**config.mk**
```make
export PLATFORM = sky130hd
export DESIGN_NAME = frame_rx
export DESIGN_NICKNAME = d
export VERILOG_FILES = /design/src/rtl/frame_rx.sv
export SDC_FILE = /design/constraint.sdc
export NUM_CORES = 1
export LEC_CHECK = 0
export BUFFER_PORTS_ARGS = -buffer_cell sky130_fd_sc_hd__buf_4
export CAP_MARGIN = 25
export CORE_AREA = 8 8 106 108
export CTS_BUF_LIST = sky130_fd_sc_hd__clkbuf_16
export CTS_CLUSTER_DIAMETER = 40
export CTS_CLUSTER_SIZE = 20
export DETAILED_ROUTE_END_ITERATION = 10
export DIE_AREA = 0 0 114 116
export PLACE_DENSITY = 0.71
export SLEW_MARGIN = 30
export SYNTH_ARGS = -nofsm -noshare
export SYNTH_HDL_FRONTEND = slang
export SYNTH_SLANG_ARGS = --single-unit
```
**constraint.sdc**
```tcl
create_clock -name clk -period 4.99 [get_ports clk]
set_input_delay 1.497 -clock clk [delete_from_list [all_inputs] [get_ports clk]]
set_output_delay 1.497 -clock clk [all_outputs]
set_load 0.005 [all_outputs]
```
**src/rtl/frame_rx.sv**
```systemverilog
// Receives 32-bit command/value frames from an async 3-wire link (sclk, sdi, cs_n) into the clk domain.
// Latency: cs_n rising at the pin -> frame_valid/frame_err after SYNC_STAGES+2 clks.
// No backpressure: strobes are single-cycle; optional command check under FRAME_RX_CMD_CHECK_EN.
module frame_rx #(
  parameter int                WORD_W      = 16,
  parameter int                SYNC_STAGES = 2,
  parameter logic [WORD_W-1:0] EXP_CMD     = 16'h0C00
) (
  input  logic              clk,
  input  logic              reset,
  input  logic              sclk,
  input  logic              sdi,
  input  logic              cs_n,
  output logic [WORD_W-1:0] command,
  output logic [WORD_W-1:0] value,
  output logic              frame_valid,
  output logic              frame_err,
  output logic [15:0]       frame_cnt
);

  localparam int FRAME_W = 2 * WORD_W;
  localparam int CNT_W   = $clog2(FRAME_W + 2);
  localparam logic [CNT_W-1:0] FRAME_BITS = CNT_W'(FRAME_W);
  localparam logic [CNT_W-1:0] CNT_SAT    = CNT_W'(FRAME_W + 1);

  typedef enum logic [1:0] {
    WAIT_IDLE = 2'd0,
    IDLE      = 2'd1,
    SHIFT     = 2'd2
  } state_t;

  state_t state_q, state_d;

  logic [SYNC_STAGES-1:0] sclk_sync_q, sdi_sync_q, cs_sync_q;
  logic                   sclk_dly_q, sdi_dly_q, cs_dly_q;
  logic                   sclk_rise_q, cs_rise_q, cs_fall_q;
  // Marks when the synchronizers hold real pin samples rather than reset values.
  logic [SYNC_STAGES+1:0] flush_q;

  logic [FRAME_W-1:0] shift_q, shift_d;
  logic [CNT_W-1:0]   bit_cnt_q, bit_cnt_d;
  logic [WORD_W-1:0]  command_q, command_d;
  logic [WORD_W-1:0]  value_q, value_d;
  logic [15:0]        frame_cnt_q, frame_cnt_d;
  logic               valid_q, valid_d;
  logic               err_q, err_d;

  logic sclk_last, sdi_last, cs_last, sync_ready, cmd_ok;

  assign sclk_last  = sclk_sync_q[SYNC_STAGES-1];
  assign sdi_last   = sdi_sync_q[SYNC_STAGES-1];
  assign cs_last    = cs_sync_q[SYNC_STAGES-1];
  assign sync_ready = flush_q[SYNC_STAGES+1];

`ifdef FRAME_RX_CMD_CHECK_EN
  assign cmd_ok = (shift_q[FRAME_W-1:WORD_W] == EXP_CMD);
`else
  logic unused_exp_cmd;
  assign unused_exp_cmd = ^EXP_CMD;
  assign cmd_ok         = 1'b1;
`endif

  // Synchronize the link pins and register edge flags; sdi is delayed alongside sclk so data lines up with its edge.
  always_ff @(posedge clk or negedge reset) begin
    if (!reset) begin
      sclk_sync_q <= '0;
      sdi_sync_q  <= '0;
      cs_sync_q   <= '1;
      sclk_dly_q  <= 1'b0;
      sdi_dly_q   <= 1'b0;
      cs_dly_q    <= 1'b1;
      sclk_rise_q <= 1'b0;
      cs_rise_q   <= 1'b0;
      cs_fall_q   <= 1'b0;
      flush_q     <= '0;
    end else begin
      sclk_sync_q <= {sclk_sync_q[SYNC_STAGES-2:0], sclk};
      sdi_sync_q  <= {sdi_sync_q[SYNC_STAGES-2:0], sdi};
      cs_sync_q   <= {cs_sync_q[SYNC_STAGES-2:0], cs_n};
      sclk_dly_q  <= sclk_last;
      sdi_dly_q   <= sdi_last;
      cs_dly_q    <= cs_last;
      sclk_rise_q <= sclk_last & ~sclk_dly_q;
      cs_rise_q   <= cs_last & ~cs_dly_q;
      cs_fall_q   <= ~cs_last & cs_dly_q;
      flush_q     <= {flush_q[SYNC_STAGES:0], 1'b1};
    end
  end

  // Frame FSM state and datapath registers.
  always_ff @(posedge clk or negedge reset) begin
    if (!reset) begin
      state_q     <= WAIT_IDLE;
      shift_q     <= '0;
      bit_cnt_q   <= '0;
      command_q   <= '0;
      value_q     <= '0;
      frame_cnt_q <= '0;
      valid_q     <= 1'b0;
      err_q       <= 1'b0;
    end else begin
      state_q     <= state_d;
      shift_q     <= shift_d;
      bit_cnt_q   <= bit_cnt_d;
      command_q   <= command_d;
      value_q     <= value_d;
      frame_cnt_q <= frame_cnt_d;
      valid_q     <= valid_d;
      err_q       <= err_d;
    end
  end

  // Next-state: wait for a clean idle link, capture bits between cs_n edges, judge the frame on cs_n rise.
  always_comb begin
    state_d     = state_q;
    shift_d     = shift_q;
    bit_cnt_d   = bit_cnt_q;
    command_d   = command_q;
    value_d     = value_q;
    frame_cnt_d = frame_cnt_q;
    valid_d     = 1'b0;
    err_d       = 1'b0;
    case (state_q)
      WAIT_IDLE: begin
        // Require genuine samples so the reset value of the cs_n chain is not mistaken for an idle link.
        if (sync_ready && cs_last && cs_dly_q) begin
          state_d = IDLE;
        end
      end
      IDLE: begin
        if (cs_fall_q) begin
          shift_d   = '0;
          bit_cnt_d = '0;
          state_d   = SHIFT;
        end
      end
      SHIFT: begin
        // cs_n rise wins over a coincident sclk edge, which is dropped.
        if (cs_rise_q) begin
          state_d = IDLE;
          if ((bit_cnt_q == FRAME_BITS) && cmd_ok) begin
            command_d   = shift_q[FRAME_W-1:WORD_W];
            value_d     = shift_q[WORD_W-1:0];
            frame_cnt_d = frame_cnt_q + 16'd1;
            valid_d     = 1'b1;
          end else begin
            err_d = 1'b1;
          end
        end else if (sclk_rise_q) begin
          shift_d = {shift_q[FRAME_W-2:0], sdi_dly_q};
          if (bit_cnt_q != CNT_SAT) begin
            bit_cnt_d = bit_cnt_q + CNT_W'(1);
          end
        end
      end
      default: state_d = WAIT_IDLE;
    endcase
  end

  assign command     = command_q;
  assign value       = value_q;
  assign frame_cnt   = frame_cnt_q;
  assign frame_valid = valid_q;
  assign frame_err   = err_q;

endmodule

```
==> out/results.md <==
| Metric | Value | Unit |
|---|---|---|
| Number of buffers created by CTS | 9 | - |
| Adder and majority cell fraction of the synthesized area | 1.20 | % |
| Transition time of the tightest slew-check pin | 0.865 | ns |
| Number of hold buffers added after cts | 0 | - |
| Max Clock Freq | 378 | MHz |
| Commonest cells after routing, fill and taps aside | 173 x nand2_1, 103 x dfrtp_1, 58 x buf_4, 33 x o21ai_0, 10 x xor2_1 | - |
| Share of synthesized area spent on multiplexers | 0.270 | % |
| Antenna viol nets, final | 0 | - |
| Total design power | 1.68 | mW |
| Clock tree buffer depth | 2 | - |
| Final hold violations | 0 | - |
| Via count of the first global-routing pass | 2950 | - |
| Number of inserted filler cells in the final layout | 867 | - |
| Post-CTS resize count | 0 | - |
| Post-synthesis simple-gate area fraction | 22.3 | % |
| List of cells traversed by the critical path | nor2b_4, nand4_4, nor4_1, xor2_1 | - |
| Global route overflow | 0 | - |
| Post-detailed-routing wire length | 7970 | microns |
| Number of setup violations in the final report | 0 | - |
| TritonCTS clock tree | done | - |
| Number of antenna violations at the first check in global routing | 0 | - |
| Run status | finished clean | - |
| Post-CTS clock slew at the launch and capture registers of the worst setup and hold paths | 0.07 | ns |
| Number of sinks handled by clock tree synthesis | 106 | - |
| Critical path data required time | 5.25 | ns |
| Synth Instances | 414 | - |
| Initial Utilization | 43.7 | % |
| Relative contribution of sequential cells to total power | 53.9 | % |
| Number of cells after detailed placement | 587 | - |
| Maximum number of pins on one net before global-route repair | 65 | - |
| Port buffer count | 54 | - |
| Core footprint | 9550 | sq um |
| Flop and latch count out of synthesis | 106 | - |
| Total number of placement rows | 36 | - |
| Synth Area in Compound Gates | 7.05 | % |
| Final GP Congestion | 0.783 | - |
| Slowest library cell on the worst path | nor2b_4 | - |
| Path class of the lowest-slack min-delay path | reg2reg | - |
| Int Power | 1.26 | mW |
| Comb power frac | 8.8 | % |
| Fraction of synthesized cell area in xor and xnor cells | 3.15 | % |
| Hold WS | 0.349 | ns |
| Delay of the slowest cell on the worst path | 0.75 | ns |
| Sum of negative setup slack | 0 | ns |
| Setup repair after global routing missed its margin | no | - |
| Data arrival at the endpoint of the critical path | 2.90 | ns |
| Synth Area per Inst | 10.1 | sq um |
| Synthesis Warnings | 0 | - |
| Number of buffers inserted to repair setup after CTS | 0 | - |
| Commonest non-fill, non-tap cell in the layout | nand2_1 | - |
| Inserted Diodes | 0 | - |
| DRC violations left | 0 | - |
| Sequential fraction of the synthesis area | 63.7 | % |
| Setup CP Type | reg2reg | - |
| WL per Instance | 13.2 | microns |
| Multi-input gate area in the final layout | 1440 | sq um |
| HPWL after DPL | 5280 | microns |
| Global-route usage over all layers | 13.1 | % |
| Die area | 13200 | sq um |
| Power density over the cells | 338 | nW/um^2 |
| Number of top-level design ports | 55 | - |
| Dominant combinational cell family by area after synthesis | simple AND/OR/NAND/NOR gates | - |
| Die height | 116 | microns |
| Min cycle time layout | 2.64 | ns |
| Count of final max-slew check failures | 0 | - |
| Total cell area at the placement stage | 4710 | sq um |
| Critical path startpoint category | flop | - |
| Wire length of the first global-routing pass | 14000 | microns |
| Iter 0 DRT Violations | 160 | - |
| Psw | 0.425 | mW |
| CP endpoint kind | flop | - |
| Number of unique standard cell types used by synthesis | 39 | - |
| Slew headroom | 42.2 | % |
| Final std cells w/o fill | 603 | - |
| Net Sw Frac | 25.2 | % |
| Routed vias | 2872 | - |
| Maximum ir drop on the vdd rail | 155 | uV |
| Final design instance area without fill | 4980 | sq um |
| First drt pass iteration count | 4 | - |
| Detail-routed via count per cell | 4.76 | - |
| Post-synth net total | 423 | - |
| Sequential cell area | 2660 | sq um |
| Synthesis-to-finish area growth | 19.4 | % |
| Clock latency reported for the late side of the worst-skew pair | 0.34 | ns |
| Worst clock skew | 0.00988 | ns |
| Layout cells sized above 1 | 17.9 | % |
| Max-capacitance violation count | 0 | - |
| H-tree level count | 3 | - |
| Final cycle utilization of the critical path | 53.0 | % |
| Clock root buffer master | clkbuf_16 | - |
| Die boundary width | 114 | microns |
| Cell leakage power | 2.50 | nW |
| Final nets | 474 | - |
| Total standard cell area after synthesis | 4170 | sq um |
| Largest fanout on the critical path | 45 | - |
| Power share of the clock group | 37.3 | % |
[cell type report]
| class | instances | area share (%) |
|---|---|---|
| flip-flops and latches | 106 | 53.4 |
| multi-input cells | 285 | 28.9 |
| repair buffers | 58 | 8.75 |
| clock buffers | 9 | 4.52 |
| well taps | 133 | 3.34 |
| clock inverters | 7 | 0.779 |
| inverters | 5 | 0.377 |
[cells by family (layout without fill, tap and decap cells)]
| family | after synthesis | in the layout |
|---|---|---|
| and+or+nand+nor | 213 | 213 |
| DFF | 106 | 106 |
| AOI/OAI and AO/OA | 51 | 51 |
| buffers and inverters | 23 | 79 |
| xor gates and xnor gates | 15 | 15 |
| adders and majority gates | 4 | 4 |
| other | 1 | 1 |
| muxes | 1 | 1 |
[power by group through the flow]
stage                     Combinational (mW)  Clock [mW]  Sequential (mW)
final                                  0.148       0.628            0.909
after global routing                   0.171       0.683            0.912
after CTS                              0.152       0.646            0.909
after detailed placement               0.151           0            0.925
after global placement                 0.145           0            0.922
after floorplan                        0.105           0            0.917
[flip-flops by register name, summed over array words and instances (netlist names)]
name         count
shift_q         32
command         16
frame_cnt       16
value           16
bit_cnt_q        6
flush_q          4
cs_sync_q        2
sclk_sync_q      2
sdi_sync_q       2
state_q          2
cs_dly_q         1
cs_fall_q        1
cs_rise_q        1
frame_err        1
frame_valid      1
sclk_dly_q       1
sclk_rise_q      1
sdi_dly_q        1
[synthesized netlist by cell type]
library cell	count	share of area (%)
and4b_1	1	0.24
o21ai_1	2	0.24
or2_1	1	0.15
ha_1	4	1.2
nand2_1	173	16
nand4_1	5	0.75
nor3_2	2	0.48
and3_1	1	0.15
xnor2_1	5	1.1
nor3_1	2	0.24
inv_1	5	0.45
nor2_1	5	0.45
a211oi_2	1	0.30
nor4b_4	1	0.57
a22o_1	1	0.21
a31oi_2	1	0.30
o21a_1	1	0.18
nor4_1	6	0.90
xor2_1	10	2.1
clkbuf_1	10	0.90
dfrtp_1	103	62
o21ai_0	33	4.0
and3b_1	1	0.21
and4_1	2	0.42
nand3_1	5	0.60
a21oi_1	5	0.60
a31oi_1	3	0.45
buf_2	6	0.72
dfstp_2	3	1.9
a41oi_1	1	0.21
and2_1	2	0.30
buf_1	2	0.18
a21o_1	2	0.36
nand4_4	1	0.51
o21ba_2	1	0.24
conb_1	1	0.090
nand2b_1	1	0.15
nor2b_1	4	0.60
mux2_2	1	0.27
[worst max-delay path, delay by kind of cell, from the launching register on]
kind,cells,cell delay [ns]
xor+xnor,1,0.18
simple gates,3,1.96
flops,1,0.42
[through the flow]
stage                     utilization (%)  worst slack (ns)
final                                52.1              2.35
after global routing                 52.1              1.99
after CTS                            52.1              2.29
after detailed placement             49.4              2.31
after global placement               49.4              2.41
after floorplan                         -              3.07
[final timing paths]
| path | end | start | cells past startpoint | slack, ns |
|---|---|---|---|---|
| setup / recovery | frame_cnt[11]$_DFFE_PN0P_ | state_q[1]$_DFFE_PN0P_ | 4 | 2.35 |
| hold / removal | sdi_dly_q$_DFF_PN0_ | sdi_sync_q[1]$_DFF_PN0_ | 0 | 0.35 |
| setup reg to reg | frame_cnt[11]$_DFFE_PN0P_ | state_q[1]$_DFFE_PN0P_ | 4 | 2.35 |
| hold reg to reg | sdi_dly_q$_DFF_PN0_ | sdi_sync_q[1]$_DFF_PN0_ | 0 | 0.35 |
| max in group asynchronous | cs_dly_q$_DFF_PN1_ | reset | 2 | 2.91 |
| min in group asynchronous | shift_q[12]$_DFFE_PN0P_ | reset | 1 | 1.14 |
[per-layer routing]
| layer | wire length [microns] | up-vias | global-route usage [%] |
|---|---|---|---|
| li1 | - | 1439 | - |
| met1 | 3820 | 1367 | 16.9 |
| met2 | 3570 | 55 | 20.0 |
| met3 | 433 | 11 | 3.44 |
| met4 | 139 | 0 | 6.48 |
| met5 | 0 | - | 0 |
Note: power is estimated with default switching activity, not from simulation.
